$ cat config.mk
export PLATFORM = sky130hd
export DESIGN_NAME = uart_rx_fifo
export DESIGN_NICKNAME = d
export VERILOG_FILES = /design/src/rtl/uart_rx_fifo.sv
export SDC_FILE = /design/constraint.sdc
export NUM_CORES = 1
export LEC_CHECK = 0
export BUFFER_PORTS_ARGS = -buffer_cell sky130_fd_sc_hd__clkbuf_2
export CAP_MARGIN = 15
export CORE_MARGIN = 5
export CORE_UTILIZATION = 25
export DETAILED_ROUTE_END_ITERATION = 10
export SYNTH_ARGS = -nofsm -noshare
export SYNTH_HDL_FRONTEND = slang
export SYNTH_SLANG_ARGS = --single-unit
export TNS_END_PERCENT = 5
$ cat constraint.sdc
create_clock -name clk -period 2.6 [get_ports clk]
set_input_delay 0.65 -clock clk [delete_from_list [all_inputs] [get_ports clk]]
set_output_delay 0.65 -clock clk [all_outputs]
set_load 0.02 [all_outputs]
$ cat src/rtl/uart_rx_fifo.sv
// uart_rx_fifo: receive-side byte buffer between the UART receiver and the host side.
// Latency: a byte written at edge N is visible on rd_data/rd_valid in cycle N+1 (first-word fall-through).
// Backpressure: none toward the receiver. A byte that arrives while full with no pop is dropped and sets a sticky overflow flag.
//
// Ports:
//   clk, rst_n          clock; asynchronous active-low reset
//   wr_data, wr_valid   byte from the receiver, single-cycle pulse, never stalled
//   rd_data, rd_valid   head entry (zero when empty) and non-empty flag
//   rd_ready            consumer pops the head when rd_valid is high
//   level               stored entries, 0..DEPTH
//   almost_full, full   level >= AF_THRESH, level == DEPTH
//   overflow, ovf_clr   sticky drop flag and its synchronous clear
//   flush               synchronous empty; overrides push and pop
module uart_rx_fifo #(
  parameter int DATA_W    = 8,
  parameter int DEPTH     = 16,
  parameter int AF_THRESH = 12
) (
  input  logic                       clk,
  input  logic                       rst_n,
  input  logic [DATA_W-1:0]          wr_data,
  input  logic                       wr_valid,
  input  logic                       rd_ready,
  output logic [DATA_W-1:0]          rd_data,
  output logic                       rd_valid,
  output logic [$clog2(DEPTH):0]     level,
  output logic                       almost_full,
  output logic                       full,
  output logic                       overflow,
  input  logic                       ovf_clr,
  input  logic                       flush
);

  localparam int PTR_W = $clog2(DEPTH);
  localparam int LVL_W = PTR_W + 1;
  localparam logic [LVL_W-1:0] LVL_DEPTH = LVL_W'(DEPTH);
  localparam logic [LVL_W-1:0] LVL_AF    = LVL_W'(AF_THRESH);

  logic [DATA_W-1:0] r_mem [DEPTH];
  logic [PTR_W-1:0]  r_wptr;
  logic [PTR_W-1:0]  r_rptr;
  logic [LVL_W-1:0]  r_level;
  logic              r_overflow;

  logic w_pop;
  logic w_push;
  logic w_drop;

  // All status flags come straight from the registered level counter, so they
  // move together one edge after the cause and never see wr_valid directly.
  assign rd_valid    = (r_level != '0);
  assign full        = (r_level == LVL_DEPTH);
  assign almost_full = (r_level >= LVL_AF);
  assign level       = r_level;
  assign overflow    = r_overflow;
  assign rd_data     = rd_valid ? r_mem[r_rptr] : '0;

  // A pop in the same cycle frees the slot, so a write while full is still accepted.
  assign w_pop  = rd_valid & rd_ready;
  assign w_push = wr_valid & (~full | w_pop);
  // A byte discarded by flush is not a drop.
  assign w_drop = wr_valid & full & ~w_pop & ~flush;

  // Storage is not reset; stale contents are unreachable once pointers clear.
  always_ff @(posedge clk) begin
    if (w_push && !flush) begin
      r_mem[r_wptr] <= wr_data;
    end
  end

  always_ff @(posedge clk or negedge rst_n) begin
    if (!rst_n) begin
      r_wptr  <= '0;
      r_rptr  <= '0;
      r_level <= '0;
    end else if (flush) begin
      r_wptr  <= '0;
      r_rptr  <= '0;
      r_level <= '0;
    end else begin
      if (w_push) begin
        r_wptr <= r_wptr + 1'b1;
      end
      if (w_pop) begin
        r_rptr <= r_rptr + 1'b1;
      end
      case ({w_push, w_pop})
        2'b10:   r_level <= r_level + 1'b1;
        2'b01:   r_level <= r_level - 1'b1;
        default: r_level <= r_level;
      endcase
    end
  end

  // A drop in the same cycle as ovf_clr leaves the flag set.
  always_ff @(posedge clk or negedge rst_n) begin
    if (!rst_n) begin
      r_overflow <= 1'b0;
    end else if (w_drop) begin
      r_overflow <= 1'b1;
    end else if (ovf_clr) begin
      r_overflow <= 1'b0;
    end
  end

endmodule

# After elaboration in Yosys (flattened, before gate mapping)
# Memories as Yosys holds them, arrays and structs flattened.
# Index checks and enable logic that the tools add are counted.
# word_totals
elab_cells	40
ff_bits	14
ram_bits	128
n_memories	1
output_inout_bits	17
# memory_table
name	depth	word_bits	read_ports	rd_ports_with_merged_regs	wr	line_no	text
r_mem	16	8	1	0	1	39	logic [DATA_W-1:0] r_mem [DEPTH];
# op_classes
order_cmp	1
eq_ne	3
n_reduce_logical	7
bitwise	9
add_sub_neg	4
n_mux	11
# ops
op	count
4-bit two-way mux	4
5-bit one-hot mux with 2 select lines	1
4-bit by 1-bit adder with 4-bit output, second input constant	2
8-bit two-way mux	1
2-bit nonzero test	3
5-bit by 1-bit adder with 5-bit output, second input constant	1
1-bit AND	5
5-bit == test, second input constant	1
5-bit by 4-bit greater-or-equal comparator with 1-bit output, second input constant	1
5-bit two-way mux	1
5-bit nonzero test	1
5-bit by 1-bit subtractor with 5-bit output, second input constant	1
1-bit two-way mux	4
1-bit inverter	3
3-bit nonzero test	1
2-bit by 1-bit == test with 1-bit output, second input constant	1
2-bit == test, second input constant	1
1-bit logical AND	1
1-bit logical NOT	1
1-bit bitwise OR	1

# Logic depth before layout (Yosys ltp)
# Gate-level depths: netlist of run 1.
# depth
word_depth	7
ltp_mapped	10
mapped_depth_nobuf	9

# Worst setup path after synthesis of run 1
# Ideal clock, no wire load.
# synth_path
path_type	in2reg
startpoint	in wr_valid
endpoint	reg r_level[4], in the netlist level[4]
arrival_ns	2.433
t_required_ns	2.523
cell_stages	10
path_slack_ns	0.090
setup_time_ns	0.077
path_cell_list	buf_2 nand2b_1 nor3_1 a21o_2 ha_1 or3_1 a21oi_1 mux2i_1 or3_1 a21oi_1
# synth_between
elab_chain_len	4
word_cells_on_any_way	6
classes_between	eq/ne (2); mux (2); bitwise (1); reduce/logical (1)
# synth_rtl
item	line_no	text
start: declaration	22	input logic wr_valid,
1-bit AND (*)	60	assign w_push = wr_valid & (~full | w_pop);
2-bit by 1-bit == test with 1-bit output / 2-bit == test (equally long branches)	87	case ({w_push, w_pop})
5-bit one-hot mux with 2 select lines	87	
5-bit two-way mux	76	end else if (flush) begin
end signal: assignment	88	2'b10: r_level <= r_level + 1'b1;
end signal: assignment	89	2'b01: r_level <= r_level - 1'b1;
end signal: assignment	90	default: r_level <= r_level;
end: declaration	42	logic [LVL_W-1:0] r_level;
# Mark *: on every way between the ends. The rest lies on a longest branch, timed or not.
# A chain may end at the register's enable or synchronous reset.

# Worst setup path after layout of run 1
# layout_path
startpoint	reg r_rptr[0]
endpoint	out rd_data[6]
# layout_between
elab_chain_len	2
# layout_rtl
item	line_no	text
start: declaration	41	logic [PTR_W-1:0] r_rptr;
start signal: assignment	85	r_rptr <= r_rptr + 1'b1;
memory 16 x 8 bit	-	
8-bit two-way mux	56	assign rd_data = rd_valid ? r_mem[r_rptr] : '0;
end: declaration	24	output logic [DATA_W-1:0] rd_data,
# No other way between the ends.

==> reports/summary.txt, run 1 <==
Run status -> complete, but fails checks
Failing checks -> setup timing
Slew headroom -> 59.8%
Sink Count -> 142
Number of synthesized flops with an enable pin -> 128
# DRC -> 0
Initial DRC count -> 195
Util after Layout -> 32.2%
HPWL Detailed -> 8140 µm
CP Cell Sequence -> buf_8 -> mux4_2 -> mux2i_2 -> o22ai_2 -> clkbuf_8
# rows -> 55
Leak -> 2.48 nW
Total power -> 0.00710 W
Post-Syn Area per Cell -> 18.4 µm²
Area added between synthesis and finish -> 25.8%
Worst-margin pin slew -> 0.601 ns
Worst reg2reg setup slack -> 0.17 ns
Layout net count -> 411
Arr. time, crit path -> 2.11 ns
Peak supply drop -> 0.000552 V
Post-layout min period -> 2.76 ns
Synth Cell Area -> 5820 µm²
Die width -> 163 µm
CP Class -> register to output port
Hold Crit Class -> input pin to async pin
CTS Buf Count -> 17
Most frequent cells after synthesis -> edfxtp_1 (128), mux4_2 (32), nor2_1 (23)
Post-DR wirelength/cell -> 16.9 µm
Tcrit/Tclk final -> 106%
Most frequent cell after synthesis -> edfxtp_1
Via density -> 4.30
Setup WS post-layout -> -0.157 ns
Starting density of the core -> 25.6%
Number of global-route vias before repair -> 3252
Max Freq -> 0.363 GHz
Unrepaired setup endpoints after global routing -> true
Total iterations of the first detailed-routing run -> 4
FF-to-FF path depth -> 9
Ys Warns -> 0
Clk buf depth -> 2
Die area -> 26400 µm²
Final ANT Viol Nets -> 0
Launch point of the worst reg-to-reg path -> level[3]
Total grt overflow -> 0
Final Instance Area -> 7330 µm²
Worst skew pair latency -> 0.42 ns
Reg2reg end -> level[4]
Input/output buffers -> 30
Share of cells above drive strength 1 -> 37.3%
Top FF cell, synth -> edfxtp_1
Number of H-tree levels -> 4
Final Hold Vio Count -> 0
Critical path's slowest cell -> mux4_2
Post-synth ARST share -> 9.86%
Max cap viols -> 0
Critical Path End Type -> output port
Required @ worst endpoint -> 1.95 ns
CTS tree -> yes
WL final -> 12100 µm
DP Area -> 6610 µm²
# hold bufs at CTS -> 0
Routed via count -> 3072
Die Height -> 163 µm
Total GRT Usage -> 9.63%
Root Driver -> clkbuf_16
Antenna violations before repair -> 0
Crit path capture -> rd_data[6]
Setup crit start -> r_rptr[0]
CP Max Fanout -> 6
Core Region -> 22800 µm²
Mapped Cells -> 316
Power Density -> 969 nW/µm²
Seq/Total Area, Yosys -> 72.0%
Synth area leader -> edfxtp_1
Crit path largest cell delay -> 0.52 ns
Post-synthesis register bit count -> 142
Pin count of the biggest net entering global routing -> 36
Startpoint types -> register
Worst hold margin -> 0.134 ns
RD Place Congestion -> 0.811
# setup viols final -> 8
First-pass GRT wire length -> 19000 µm
Syn nets -> 337
Clk slew on worst S/H paths -> 0.06 ns
Ant diodes -> 0
Yosys top cell area share -> 66.0%
Slew Viols, Final -> 0
Post-synthesis cell type count -> 33
Clock skew -> 0.0156 ns
Largest cells by area after synthesis -> edfxtp_1 (66%), mux4_2 (12%), dfrtp_1 (6.0%), mux2i_1 (3.3%), ha_1 (1.5%)
I/O pins -> 31
==> registers in the layout, indices dropped and copies added (netlist names) <==
name / cells
level: 5
r_mem: 128
r_rptr: 4
overflow: 1
r_wptr: 4
==> through the flow <==
stage          worst slack (ns)  TNS, ns  instances
3_3_place_gp              0.137        0        682
4_1_cts                  -0.191    -1.41        714
6_report                 -0.157    -1.03        715
5_1_grt                  -0.242    -1.83        715
3_5_place_dp             0.0796        0        682
2_1_floorplan            0.0900        0        316
==> per-layer routing <==
layer | vias up | global-route usage (%) | wire length (µm)
met4 | 0 | 3.01 | 91
met2 | 105 | 14.4 | 5580
met1 | 1560 | 13.4 | 5730
met5 | - | 0 | 0
met3 | 7 | 2.99 | 720
li1 | 1400 | - | -
==> critical path, delay by kind of cell, from the launching register on <==
family                 cells  cell delay, ns
AO/OA/AOI/OAI              1            0.17
buffers and inverters      2            0.34
flip-flops                 1            0.42
multiplexers               2            0.76
==> worst min-delay path by stage <==
stage                     startpoint         to  slack, ns  cells after the start
after CTS                      rst_n   overflow       0.14                      1
after global routing           rst_n   level[3]       0.16                      1
after detailed placement    overflow   overflow       0.52                      2
final                          rst_n   overflow       0.13                      1
after global placement     r_rptr[3]  r_rptr[3]       0.53                      2
after floorplan                rst_n   level[0]       0.35                      0
==> area by class of cell <==
cell class / count / area [µm²]
fill: 2164 / 15500
inverter: 5 / 18.8
clock inverter: 13 / 163
clock buffer: 18 / 429
multi-input combinational: 153 / 1610
tap: 313 / 392
sequential: 142 / 4200
timing repair buffer: 71 / 522
==> power breakdown <==
part	switching [W]	total, W	internal, W
sequential	0.0000874	0.00264	0.00256
combinational	0.00107	0.00202	0.000949
clock	0.000927	0.00244	0.00151
==> timing repair <==
item | in CTS | in global routing
resized for setup | 17 | 9
setup endpoints to repair | 8 | 8
buffers inserted | 1 | 1
pin swaps | 0 | 0
==> placed cells by master (no fill, tap or decap), drive strengths merged, types with 2 or more instances in the layout <==
cell / count
bufinv: 3
inv: 9
dfrtp: 14
nor4: 3
and3: 2
clkinvlp: 2
nor2: 23
xor2: 7
o21ai: 2
o22ai: 8
mux2i: 19
or3: 2
a21oi: 7
nand2b: 4
edfxtp: 128
nand2: 15
a21o: 2
mux4: 32
nand3: 6
nor3: 5
buf: 46
clkbuf: 43
ha: 7
xnor2: 2
clkinv: 4
==> kinds of logic (layout without fill, tap and decap cells) <==
group | count (synthesis) | count (layout) | synth area share (%)
buffers and inverters | 21 | 107 | 1.59
AOI/OAI and AO/OA | 23 | 23 | 2.66
and+or+nand+nor | 63 | 63 | 5.22
xor gates and xnor gates | 9 | 9 | 1.35
muxes | 51 | 51 | 15.6
adders and majority gates | 7 | 7 | 1.50
DFF | 142 | 142 | 72.0
No activity file was read; power rests on OpenSTA's default activity.
==> run 2: changes to the inputs <==
--- a/config.mk
+++ b/config.mk
@@ -12,2 +12,3 @@
 export DETAILED_ROUTE_END_ITERATION = 10
+export REMOVE_ABC_BUFFERS = 1
 export SYNTH_ARGS = -nofsm -noshare
==> constraint.sdc (replaced) <==
create_clock -name clk -period 2.6 [get_ports clk]
set_input_delay 0.26 -clock clk [delete_from_list [all_inputs] [get_ports clk]]
set_output_delay 0.26 -clock clk [all_outputs]
set_load 0.02 [all_outputs]
==> reports/summary.txt, run 2 (same netlist as run 1, synthesis figures left out) <==
Most frequent cells in the layout -> edfxtp_1 (128), mux4_2 (32), buf_4 (32), clkbuf_2 (30), nor2_1 (23)
Launch point of the worst reg-to-reg path -> level[4]
Layout net count -> 407 (-0.97%)
Worst reg2reg setup slack -> 0.18 ns (about the same)
Clock group share of total power -> 37.1% (+2.8 points)
WL final -> 12700 µm (+4.5%)
CTS Buf Count -> 17 (unchanged)
Logic pwr share -> 26.2% (-2.2 points)
Setup TNS -> 0 ns (+1.03 ns)
P_int -> 0.00506 W (+0.94%)
Total grt overflow -> 0 (unchanged)
Run status -> finished clean
Commonest non-fill, non-tap cell in the layout -> edfxtp_1
Ant diodes -> 0 (unchanged)
Startpoint types -> register
Crit path largest cell delay -> 0.53 ns (about the same)
Number of H-tree levels -> 4 (unchanged)
Clk buf depth -> 2 (unchanged)
Peak supply drop -> 0.000531 V (-3.8%)
Pin count of the biggest net entering global routing -> 19 (-47%)
Area added between synthesis and finish -> 24.8%
Critical path's slowest cell -> mux4_2
RD Place Congestion -> 0.800 (-1.4%)
Leak -> 2.46 nW (-0.71%)
Routed via count -> 3160 (+2.9%)
# DRC -> 0 (unchanged)
Critical Path End Type -> output port
FF-to-FF path depth -> 9 (unchanged)
CP Class -> register to output port
Total iterations of the first detailed-routing run -> 5 (+1)
Slew Viols, Final -> 0 (unchanged)
CP Cell Sequence -> buf_8 -> buf_6 -> mux4_2 -> mux2i_1 -> o22ai_1 -> clkbuf_2
First-pass GRT wire length -> 19800 µm (+4.4%)
Largest Register -> r_mem
Unrepaired setup endpoints after global routing -> true
Initial DRC count -> 211 (+8.2%)
Via density -> 4.44 (+3.4%)
Starting density of the core -> 25.6% (unchanged)
Share of cells above drive strength 1 -> 34.7% (-2.6 points)
Required @ worst endpoint -> 2.34 ns (+0.39 ns)
# rows -> 55 (unchanged)
CTS tree -> yes
Die Height -> 163 µm (unchanged)
Core Region -> 22800 µm² (unchanged)
Max reg flops -> 128 (unchanged)
HPWL Detailed -> 8480 µm (+4.2%)
Crit path capture -> rd_data[2]
Clock skew -> 0.00780 ns (-0.00784 ns)
Final Hold Vio Count -> 0 (unchanged)
Tcrit/Tclk final -> 95.0% (-11 points)
Die area -> 26400 µm² (unchanged)
Worst skew pair latency -> 0.42 ns (about the same)
Reg2reg end -> level[4]
I/O pins -> 31 (unchanged)
Psw -> 0.00207 W (-0.62%)
Worst-margin pin slew -> 0.496 ns (-0.106 ns)
Clk slew on worst S/H paths -> 0.06 ns (about the same)
Antenna violations before repair -> 0 (unchanged)
Post-layout min period -> 2.47 ns (-0.288 ns)
# setup viols final -> 0 (-8)
Root Driver -> clkbuf_16
Max Freq -> 0.405 GHz (+12%)
Total GRT Usage -> 10.1% (+0.47 points)
Slew headroom -> 66.7% (+6.9 points)
Hold Crit Class -> input pin to register
Fill cells -> 2186 (+1.0%)
Util after Layout -> 31.9% (-0.26 points)
CP Max Fanout -> 13 (+7)
Setup crit start -> r_rptr[0]
Reg power frac -> 36.7% (-0.5 points)
Max cap viols -> 0 (unchanged)
Sink Count -> 142 (unchanged)
Post-DR wirelength/cell -> 17.8 µm (+5.1%)
Input/output buffers -> 30 (unchanged)
Die width -> 163 µm (unchanged)
Final ANT Viol Nets -> 0 (unchanged)
Net Sw Frac -> 29.0% (-0.32 points)
Number of global-route vias before repair -> 3319 (+2.1%)
Arr. time, crit path -> 2.21 ns (+0.10 ns)
Power Density -> 982 nW/µm² (+1.3%)
-- run 2: power groups by stage --
stage / combinational [W] / sequential, W / clock (W)
detailed placement: 0.00181 / 0.00266 / 0
global route: 0.00204 / 0.00263 / 0.00281
CTS: 0.00185 / 0.00262 / 0.00271
finish: 0.00187 / 0.00262 / 0.00265
global placement: 0.00178 / 0.00266 / 0
floorplan: 0.00101 / 0.00285 / 0
-- run 2: critical path, delay by kind of cell (launching register included) --
family	cells	cell delay, ns
mux	2	0.68
flops	1	0.40
buf+inv	3	0.59
compound gates	1	0.12
-- run 2: worst min-delay path by stage --
stage | start | to | slack [ns] | cells past startpoint
4_1_cts | rd_ready | r_rptr[1] | 0.16 | 3
6_report | rd_ready | r_rptr[1] | 0.20 | 3
2_1_floorplan | rst_n | level[0] | -0.04 | 0
5_1_grt | rd_ready | r_rptr[1] | 0.20 | 3
3_5_place_dp | rst_n | level[1] | 0.20 | 1
3_3_place_gp | rst_n | level[1] | 0.19 | 1
-- run 2: timing repair --
item                       in CTS  in global routing
pin swaps                       0                  1
setup buffers                   0                  0
hold buffers                    2                  0
gates cloned                    0                  0
setup endpoints to repair       8                  9
hold endpoints to repair       15                  0
gates resized for setup         5                  5
-- run 2: metrics by stage --
step | area (µm²) | hold slack, ns | total power (W) | cells | setup slack, ns
floorplan | 5750 | -0.0356 | 0.00385 | 300 | -0.0588
finish | 7270 | 0.199 | 0.00713 | 711 | 0.131
detailed placement | 6570 | 0.202 | 0.00447 | 678 | 0.124
CTS | 7240 | 0.164 | 0.00717 | 711 | 0.0449
global placement | 6570 | 0.191 | 0.00443 | 678 | 0.237
global route | 7270 | 0.204 | 0.00748 | 711 | -0.0167
-- run 2: metal layers --
layer  vias to the layer above  GRT usage, %  part of all wire [%]
met5                         -             0                     0
met4                         0          3.70                   1.7
met3                        19          3.87                   7.0
met2                       123          14.9                    47
met1                      1620          13.5                    44
li1                       1398             -                     -
-- run 2: cell type report --
type	instances	area [µm²]	share of cell area, %
Clock buffer	17	425	5.85
Sequential cell	142	4200	57.7
Timing Repair Buffer	67	457	6.28
Multi-Input combinational cell	153	1570	21.5
Clock inverter	14	214	2.94
Tap cell	313	392	5.39
Inverter	5	18.8	0.258
